===== config.mk =====
export PLATFORM = sky130hd
export DESIGN_NAME = demux_sel_sequencer
export DESIGN_NICKNAME = d
export VERILOG_FILES = /design/src/rtl/demux_pkg.sv /design/src/rtl/demux_hold_cnt.sv /design/src/rtl/demux_sel_sequencer.sv
export SDC_FILE = /design/constraint.sdc
export NUM_CORES = 1
export LEC_CHECK = 0
export ABC_AREA = 0
export CORE_ASPECT_RATIO = 0.75
export CORE_MARGIN = 4
export CORE_UTILIZATION = 25
export CTS_CLUSTER_SIZE = 30
export DETAILED_ROUTE_END_ITERATION = 7
export HOLD_SLACK_MARGIN = 0.12
export SKIP_LAST_GASP = 1
export SLEW_MARGIN = 20
export SYNTH_ARGS = -nofsm -noshare
export SYNTH_HDL_FRONTEND = slang
export SYNTH_SLANG_ARGS = --single-unit

===== constraint.sdc =====
create_clock -name clk -period 2.3 [get_ports clk]
set_clock_uncertainty 0.15 [all_clocks]
set_input_delay 0.69 -clock clk [delete_from_list [all_inputs] [get_ports clk]]
set_output_delay 0.69 -clock clk [all_outputs]
set_load 0.01 [all_outputs]

===== src/rtl/demux_pkg.sv =====
// Shared definitions for the demux select sequencer: channel count,
// select width, hold-counter width and the sequencer state encoding.
package demux_pkg;

  localparam int NUM_CH = 8;
  localparam int SEL_W  = 3;
  localparam int HOLD_W = 8;

  typedef enum logic [1:0] {
    IDLE = 2'd0,
    SEND = 2'd1,
    DONE = 2'd2
  } state_t;

endpackage


===== src/rtl/demux_hold_cnt.sv =====
// Hold counter: counts 0..HOLD_CYC-1 after each start, then parks on the
// terminal value. tick_out marks the last cycle of the current hold.
module demux_hold_cnt
  import demux_pkg::*;
#(
  parameter int HOLD_CYC = 1
) (
  input  logic clk,
  input  logic rst_n,
  input  logic start,
  output logic tick_out
);

  localparam logic [HOLD_W-1:0] TERM = HOLD_W'(HOLD_CYC - 1);

  logic [HOLD_W-1:0] count;

  // Reload on start, otherwise advance until the terminal count is reached
  always_ff @(posedge clk or negedge rst_n) begin
    if (!rst_n) begin
      count <= '0;
    end else if (start) begin
      count <= '0;
    end else if (count != TERM) begin
      count <= count + HOLD_W'(1);
    end
  end

  assign tick_out = (count == TERM);

endmodule


===== src/rtl/demux_sel_sequencer.sv =====
// Serialises an 8-bit frame onto a 1:8 demux: each bit is driven on D with
// its channel number on S for HOLD_CYC cycles, qualified by d_strobe.
// Every output is a flop; the next-state logic only feeds the flop inputs.
module demux_sel_sequencer
  import demux_pkg::*;
#(
  parameter int HOLD_CYC  = 1,
  parameter bit MSB_FIRST = 1'b0
) (
  input  logic             clk,
  input  logic             rst_n,
  input  logic [7:0]       data_in,
  input  logic             in_valid,
  output logic             in_ready,
  output logic             D,
  output logic [SEL_W-1:0] S,
  output logic             d_strobe,
  output logic             frame_done,
  output logic             busy
);

  // First and last channel of a frame depend on the scan direction; the
  // end of a frame is detected on the last index, so S never wraps.
  localparam logic [SEL_W-1:0] FIRST_SEL = MSB_FIRST ? SEL_W'(NUM_CH - 1) : '0;
  localparam logic [SEL_W-1:0] LAST_SEL  = MSB_FIRST ? '0 : SEL_W'(NUM_CH - 1);
  localparam logic [SEL_W-1:0] SEL_ONE   = SEL_W'(1);

  state_t           state, state_nxt;
  logic [7:0]       frame_reg, frame_nxt;
  logic [SEL_W-1:0] s_nxt;
  logic             d_nxt;
  logic             strobe_nxt;
  logic             done_nxt;
  logic             ready_nxt;
  logic             busy_nxt;
  logic             hold_start;
  logic             hold_tick;

  demux_hold_cnt #(
    .HOLD_CYC (HOLD_CYC)
  ) u_hold_cnt (
    .clk      (clk),
    .rst_n    (rst_n),
    .start    (hold_start),
    .tick_out (hold_tick)
  );

  // Next-state and next-output logic; D/S keep their values unless reloaded
  always_comb begin
    state_nxt  = state;
    frame_nxt  = frame_reg;
    s_nxt      = S;
    d_nxt      = D;
    strobe_nxt = 1'b0;
    done_nxt   = 1'b0;
    hold_start = 1'b0;
    case (state)
      IDLE: begin
        if (in_ready && in_valid) begin
          frame_nxt  = data_in;
          s_nxt      = FIRST_SEL;
          d_nxt      = data_in[FIRST_SEL];
          strobe_nxt = 1'b1;
          hold_start = 1'b1;
          state_nxt  = SEND;
        end
      end
      SEND: begin
        strobe_nxt = 1'b1;
        if (hold_tick) begin
          if (S == LAST_SEL) begin
            strobe_nxt = 1'b0;
            done_nxt   = 1'b1;
            state_nxt  = DONE;
          end else begin
            s_nxt      = MSB_FIRST ? (S - SEL_ONE) : (S + SEL_ONE);
            d_nxt      = frame_reg[s_nxt];
            hold_start = 1'b1;
          end
        end
      end
      DONE: begin
        state_nxt = IDLE;
      end
      default: begin
        state_nxt = IDLE;
      end
    endcase
    ready_nxt = (state_nxt == IDLE);
    busy_nxt  = (state_nxt != IDLE);
  end

  // State, frame and output registers; reset aborts any frame in flight
  always_ff @(posedge clk or negedge rst_n) begin
    if (!rst_n) begin
      state      <= IDLE;
      frame_reg  <= '0;
      S          <= '0;
      D          <= 1'b0;
      d_strobe   <= 1'b0;
      frame_done <= 1'b0;
      busy       <= 1'b0;
      in_ready   <= 1'b0;
    end else begin
      state      <= state_nxt;
      frame_reg  <= frame_nxt;
      S          <= s_nxt;
      D          <= d_nxt;
      d_strobe   <= strobe_nxt;
      frame_done <= done_nxt;
      busy       <= busy_nxt;
      in_ready   <= ready_nxt;
    end
  end

endmodule


# After elaboration in Yosys (flattened, before gate mapping)
# Index checks and enable logic that the tools add are counted.
[totals]
inputBits = 11
ff_bits = 26
wordCells = 52
[classes]
n_reduce_logical = 10
n_addsub = 2
muxes = 25
n_eq_ne = 5
magnitude_cmp = 1
[op_table]
columns = ["operator", "n"]
rows = [
  ["8-bit two-way mux", 2],
  ["1-bit two-way mux", 11],
  ["3-bit two-way mux", 3],
  ["8-bit by 1-bit adder with 8-bit output, second input constant", 1],
  ["8-bit zero test", 1],
  ["8-bit nonzero test", 1],
  ["2-bit two-way mux", 3],
  ["2-bit inequality test, second input constant", 3],
  ["1-bit one-hot mux with 2 select lines", 3],
  ["3-bit one-hot mux with 2 select lines", 1],
  ["2-bit nonzero test", 3],
  ["2-bit zero test", 2],
  ["3-bit by 4-bit < comparator with 1-bit output, second input constant", 1],
  ["2-bit one-hot mux with 2 select lines", 1],
  ["4-bit AND reduction", 1],
  ["3-bit by 1-bit adder with 3-bit output, second input constant", 1],
  ["1-bit binary-select mux with 3-bit select", 1],
  ["3-bit equality test, second input constant", 1],
  ["2-bit by 1-bit equality test with 1-bit output, second input constant", 1],
  ["2-bit AND reduction", 1],
  ["1-bit logical AND", 1],
]

# Depth between registers and ports, before layout
# Gate-level depths: netlist of the first run.
[logic_depth]
depth_word = 6
mapped_depth = 6
ltp_nobuf = 6

# By module
# From an unflattened synthesis of the first run, not the netlist that was laid out.
[hier_totals]
hier_cells = 112
hier_area_um2 = 1212.4
[modules_own_cells]
columns = ["module", "cells_each", "n_inst", "seq_area_each_um2", "area_each_um2"]
rows = [
  ["demux_sel_sequencer", 68, 1, 450.4, 772.0],
  ["demux_hold_cnt", 44, 1, 200.2, 440.4],
]

# Worst setup path before layout of the first run
# OpenSTA, ideal clock, no wires.
[synth_timing]
path_type = "reg-to-reg"
from = "register S[0]"
to = "register S[0]"
setup_slack_ns = 0.213
t_arrival_ns = 1.812
path_buffers = 0
setup_ns = 0.125
path_stages_with_launch = 7
path_cell_list = "dfrtp_1 -> ha_1 -> ha_1 -> nor3b_1 -> nor2_1 -> a21oi_4 -> mux2_4"
[synth_via]
elab_chain_len = 4
word_cells_on_any_way = 7
classes_between = "1 x add/sub; 2 x eq/ne; 3 x mux; 1 x reduce/logical"
[synth_lines]
columns = ["element", "line", "source"]
rows = [
  ["start, declared", "demux_sel_sequencer.sv:16", "output logic [SEL_W-1:0] S,"],
  ["start signal, assigned", "demux_sel_sequencer.sv:107", "S <= s_nxt;"],
  ["3-bit by 1-bit adder with 3-bit output", "demux_sel_sequencer.sv:76", "s_nxt = MSB_FIRST ? (S - SEL_ONE) : (S + SEL_ONE);"],
  ["3-bit two-way mux", "demux_sel_sequencer.sv:71", "if (S == LAST_SEL) begin"],
  ["3-bit two-way mux", "demux_sel_sequencer.sv:70", "if (hold_tick) begin"],
  ["3-bit one-hot mux with 2 select lines", "demux_sel_sequencer.sv:57", "case (state)"],
]
# Several ways; a longest one is shown, not always the timed one. The select of a mux whose other input is x is not followed.
# A chain may end at the register's enable or synchronous reset.

# Worst setup path after layout of the first run
[layout_timing]
from = "register S[0]"
to = "output S[0]"
# No word-level cell between the ends.

==> results.json, run 1 <==
{
  "post_drt_via_cell_ratio": 4.48,
  "synth_top_family_by_area": "simple AND/OR/NAND/NOR gates",
  "wl_met1_um": 1180,
  "grt_overflow": 0,
  "cpPeakStageDelay_ns": 0.53,
  "die_area_um2": 6200,
  "die_height_um": 69.2,
  "synth-compound-area-share_pct": 5.32,
  "synthAdderAreaFrac_pct": 4.01,
  "clock_latency_ns": 0.27,
  "dp_cells": 187,
  "cts_tree": "yes",
  "regArea_um2": 651,
  "grt_pass1_vias": 947,
  "fin_nets": 150,
  "cp.arrival_ns": 1.31,
  "antenna_left": 0,
  "wirelength_um": 2550,
  "critPathMaxFanout": 6,
  "fmax_ghz": 0.465,
  "drv_slew": 0,
  "rows": 21,
  "yosys.area_share.simple_pct": 18.6,
  "port_buffers": 18,
  "cp_slowest_cell": "clkdlybuf4s50_1",
  "layout_setup_ws_ns": 0.149,
  "synth_mux_area_share_pct": 12.5,
  "async_flop_share_pct": 100,
  "drc_errors": 0,
  "sw_frac_of_total_pct": 31.6,
  "die_width_um": 89.6,
  "grt_util_all_layers_pct": 9.19,
  "cp_cell_sequence": "buf_4, clkdlybuf4s50_1",
  "period_share_pct": 93.5,
  "tightest_slew_ns": 0.613,
  "post-place-ws_ns": -0.110,
  "fin_crit_ns": 2.15,
  "slew_headroom_pct": 59.1,
  "clock-root-buffer": "clkbuf_8",
  "num_antenna_cells": 0,
  "crit_type": "reg -> out",
  "power_switching_mw": 0.528,
  "ctsHoldBuffers": 0,
  "post-cts-setup-buffers": 0,
  "dr_wl_met2_um": 1270,
  "internal_power_mw": 1.14,
  "synthCells": 109,
  "finalSetupViolCount": 0,
  "sequentialPowerShare_pct": 40.1,
  "finalHoldViolCount": 0,
  "cts_buffer_depth": 2,
  "grt_start_max_net_pins": 27,
  "ctsHtreeMaxLevel": 1,
  "comb_power_share_pct": 42.0,
  "gp_congestion": 0.716,
  "synth_xor_area_share_pct": 4.21,
  "met3WireLength_um": 76,
  "power_frac_clock_pct": 17.9,
  "ys_types": 30,
  "clock_sinks": 26,
  "synthesis.nets": 124,
  "synthFlopType": "dfrtp_1",
  "synth_edf_count": 0,
  "drtIter0Drc": 23,
  "avgSynthCellArea_um2": 11.4,
  "p_total_mw": 1.67,
  "synth_area_um2": 1250,
  "r2r_start": "S[1]",
  "instances_no_fill": 191,
  "start_util_pct": 26.8,
  "final_layout_size_suffix_gt1_share_pct": 17.9,
  "grt_first_pass_wirelength_um": 4440,
  "worst-path-buf-inv": 2,
  "num_vias": 855,
  "antenna_found_initial": 0,
  "pwr_density_cell_nw_per_um2": 1050,
  "synth_seq_area_share_pct": 52.2,
  "nFillCells": 445,
  "synth_seq_cells": 26,
  "ys_warn_count": 0,
  "cts_inserted_buffers": 3,
  "irDropWorstVdd_mv": 0.342,
  "cpLargestDelayFamily": "buffers and inverters",
  "dpl.hpwl_um": 1920,
  "drtPass1Iterations": 4,
  "multi_input_area_um2": 563,
  "startpoint": "S[0]",
  "cp-end-kind": "primary output",
  "p_leak_nw": 0.687,
  "crit_required_ns": 1.46,
  "crit_path_start_kind": "register",
  "max_cap_viol_count": 0,
  "coreArea_um2": 4650,
  "area_delta_synth_final_pct": 27.3,
  "cts_resized": 0,
  "rsz0062_at_grt": "false",
  "highest_layer": "met4",
  "io-pin-count": 19,
  "status": "complete, no violations",
  "min_from": "frame_reg[2]",
  "wl_per_cell_um": 13.3,
  "min_path_type": "reg -> reg",
  "path_clk_slew_ns": 0.09
}
## final timing paths
check                      slack (ns)                   to  cells past startpoint
setup / recovery                 0.15                 S[0]                      2
hold / removal                   0.37         frame_reg[2]                      1
setup reg to reg                 0.33                 S[0]                      6
hold reg to reg                  0.37         frame_reg[2]                      1
max in group asynchronous        1.10         frame_reg[3]                      2
min in group asynchronous        0.63  u_hold_cnt.count[6]                      2
## layer usage
metal / global-route usage [%] / vias to the layer above
li1: - / 418
met5: 0 / -
met2: 14.7 / 12
met1: 11.4 / 421
met3: 3.33 / 4
met4: 2.81 / 0
## cell type report
type,count,area share (%)
flip-flops and latches,26,41.0
clock buffers,4,3.47
multi-input cells,74,35.5
repair buffers,24,14.2
well taps,57,4.49
inverters,6,1.42
## power groups by stage
stage / Sequential (mW) / Clock [mW] / Combinational [mW]
after floorplan: 0.697 / 0 / 0.417
after global placement: 0.678 / 0 / 0.701
after detailed placement: 0.685 / 0 / 0.714
after CTS: 0.676 / 0.309 / 0.719
after global routing: 0.692 / 0.328 / 0.778
final: 0.671 / 0.299 / 0.702
## kinds of logic after synthesis
family	after synthesis
simple gates	42
flops	26
mux	13
compound gates	9
buf+inv	9
xor+xnor	6
fa+ha+maj	4
## cells in the final DEF, fill, tap and decap left out, drive strengths merged
master | synthesis | layout
inv | 6 | 6
nor2b | 1 | 1
xor2 | 2 | 2
nor3 | 3 | 3
o21ai | 1 | 1
a221o | 1 | 1
nand3b | 1 | 1
a21oi | 5 | 5
mux2i | 4 | 4
nand2 | 7 | 7
dfrtp | 26 | 26
and3 | 1 | 1
clkdlybuf4s50 | 0 | 18
nand3 | 5 | 5
xnor2 | 4 | 4
nor4 | 2 | 2
buf | 3 | 6
nor4bb | 1 | 1
a21o | 2 | 2
nand2b | 2 | 2
nor3b | 2 | 2
mux2 | 8 | 8
mux4 | 1 | 1
or3 | 1 | 1
nor2 | 16 | 16
ha | 4 | 4
clkbuf | 0 | 4
## through the flow
| step | util [%] | instance area (um^2) | hold WS, ns | TNS (ns) |
|---|---|---|---|---|
| 6_report | 34.1 | 1590 | 0.365 | 0 |
| 5_1_grt | 34.1 | 1590 | 0.383 | 0 |
| 4_1_cts | 34.1 | 1590 | 0.367 | 0 |
| 3_5_place_dp | 33.0 | 1530 | 0.346 | -0.669 |
| 3_3_place_gp | 33.0 | 1530 | 0.343 | -0.355 |
| 2_1_floorplan | - | 1250 | 0.244 | 0 |
## cell usage after synthesis, types with 2 or more instances
cell / n / share of area [%]
dfrtp_1: 26 / 52
nor2_1: 16 / 4.8
mux2_2: 7 / 6.3
nand2_1: 7 / 2.1
inv_1: 6 / 1.8
a21oi_1: 4 / 1.6
ha_1: 4 / 4.0
mux2i_1: 4 / 3.2
nand3_1: 4 / 1.6
xnor2_1: 4 / 2.8
nor3_1: 3 / 1.2
a21o_1: 2 / 1.2
buf_2: 2 / 0.80
nand2b_1: 2 / 1.0
nor3b_1: 2 / 1.2
xor2_1: 2 / 1.4
No activity file was read; power rests on OpenSTA's default activity.
==> run 2, diff against run 1 <==
Settings changed: CORE_UTILIZATION 25 to 52, PLACE_DENSITY set to 0.77, SLEW_MARGIN 20 to not set.
==> run 2 against run 1 <==
Global-route usage grew 6.5 points. Cell count shrank 12%. Cell area fell by 1.4%. Maximum frequency shrank 2.0%. Critical path type unchanged. Highest routed layer unchanged.
==> results.json, run 2 (synthesis results as in run 1) <==
{
  "crit_required_ns": 1.46,
  "nFillCells": 189,
  "cp_cell_sequence": "clkdlybuf4s50_1",
  "io-pin-count": 19,
  "irDropWorstVdd_mv": 0.695,
  "worst-path-buf-inv": 1,
  "start_util_pct": 54.5,
  "crit_type": "reg -> out",
  "sequentialPowerShare_pct": 41.0,
  "sw_frac_of_total_pct": 31.0,
  "cts_tree": "yes",
  "period_share_pct": 95.4,
  "comb_power_share_pct": 40.6,
  "post_drt_via_cell_ratio": 5.09,
  "max_cap_viol_count": 0,
  "drtIter0Drc": 22,
  "min_path_type": "reg -> reg",
  "cp.arrival_ns": 1.36,
  "mostFrequentLayoutCell": "dfrtp_1",
  "final_area_um2": 1570,
  "finalHoldViolCount": 0,
  "antenna_found_initial": 0,
  "clock-root-buffer": "clkbuf_4",
  "path_clk_slew_ns": 0.15,
  "instances_no_fill": 169,
  "cp-end-kind": "primary output",
  "clock_sinks": 26,
  "worstHoldPathCells": 1,
  "gp_congestion": 0.806,
  "slew_headroom_pct": 78.6,
  "cp.depth": 1,
  "cpLargestDelayFamily": "buffers and inverters",
  "drtPass1Iterations": 5,
  "fin_nets": 151,
  "cts_buffer_depth": 2,
  "cp_slowest_cell": "clkdlybuf4s50_1",
  "finalSetupViolCount": 0,
  "rows": 15,
  "die_area_um2": 3250,
  "fin_crit_ns": 2.20,
  "p_leak_nw": 0.691,
  "crit_path_start_kind": "register",
  "critPathMaxFanout": 7,
  "postPlaceCellArea_um2": 1510,
  "post-place-ws_ns": -0.0943,
  "cts_inserted_buffers": 3,
  "antenna_left": 0,
  "power_frac_clock_pct": 18.4,
  "power_switching_mw": 0.523,
  "wl_per_cell_um": 13.4,
  "cpPeakStageDelay_ns": 0.56,
  "layout_common_cells": "25 x dfrtp_1, 18 x clkdlybuf4s50_1, 16 x nor2_1",
  "coreArea_um2": 2290,
  "internal_power_mw": 1.16,
  "fmax_ghz": 0.456,
  "grt_start_max_net_pins": 27,
  "grt_overflow": 0,
  "grt_pass1_vias": 859,
  "tightest_slew_ns": 0.322,
  "wirelength_um": 2270,
  "die_width_um": 64.6,
  "status": "complete, no violations",
  "num_antenna_cells": 0,
  "rrSetupSlack_ns": 0.26,
  "grt_first_pass_wirelength_um": 3960,
  "final_layout_size_suffix_gt1_share_pct": 19.3,
  "drv_slew": 0,
  "area_delta_synth_final_pct": 25.5,
  "r2r_cells": 7,
  "die_height_um": 50.4,
  "port_buffers": 18,
  "clock_latency_ns": 0.32,
  "dpl.hpwl_um": 1710,
  "num_vias": 861,
  "final_core_util_pct": 68.4,
  "dp_cells": 165,
  "grt_util_all_layers_pct": 15.7,
  "rsz0062_at_grt": "false",
  "drc_errors": 0,
  "ctsHtreeMaxLevel": 1,
  "layout_setup_ws_ns": 0.105,
  "pwr_density_cell_nw_per_um2": 1080
}
==> run 2: cell count changes in the layout (fill, tap and decap cells not counted), sizes merged <==
cell	previous run	this run
buf	6	7
bufinv	0	1
clkbuf	4	3
==> run 2: power groups by stage <==
stage                     registers (mW)  clock network (mW)  logic (mW)
after floorplan                    0.697                   0       0.417
after global placement             0.691                   0       0.668
after detailed placement           0.699                   0       0.686
after CTS                          0.691               0.319       0.690
after global routing               0.713               0.337       0.744
final                              0.691               0.311       0.684
==> run 2: worst paths after layout <==
path | start | end
worst min-delay path | frame_reg[5] | frame_reg[5]
min in group asynchronous | rst_n | u_hold_cnt.count[2]
worst max register to register | S[0] | S[2]
worst min register to register | frame_reg[5] | frame_reg[5]
worst max-delay path | S[0] | S[0]
max in group asynchronous | rst_n | S[0]
==> run 2: worst register-to-register path, stage by stage (launching register included) <==
cell,delay (ns)
dfrtp_2,0.49
ha_1,0.22
ha_1,0.22
nor3b_1,0.26
nor2_1,0.11
a21oi_4,0.14
buf_4,0.19
mux2i_1,0.18
==> run 2: layout make-up <==
cell class	instances	area, um^2	share of cell area (%)
clock buffers	3	22.5	1.44
inverters	6	22.5	1.44
clock inverters	1	30.0	1.92
flip-flops and latches	26	652	41.6
multi-input cells	74	563	36.0
well taps	34	42.5	2.72
repair buffers	25	233	14.9
==> run 2: timing repair <==
| item | 4_1_cts | 5_1_grt |
|---|---|---|
| gates resized for setup | 0 | 1 |
| setup endpoints to repair | 0 | 1 |
| hold buffers | 0 | 0 |
| buffers inserted | 0 | 0 |
==> run 2: through the flow <==
stage               total power, mW  TNS, ns  hold WS [ns]
global placement               1.36   -0.492         0.336
floorplan                      1.11        0         0.244
global route                   1.79        0         0.389
detailed placement             1.39   -0.569         0.344
finish                         1.69        0         0.371
CTS                            1.70        0         0.377
==> run 2: layer usage <==
layer / GRT usage (%) / vias up / wire length [um]
met2: 25.3 / 18 / 1040
met5: 0 / - / 0
met3: 5.37 / 2 / 109
li1: - / 423 / -
met1: 21.6 / 418 / 1110
met4: 1.05 / 0 / 9
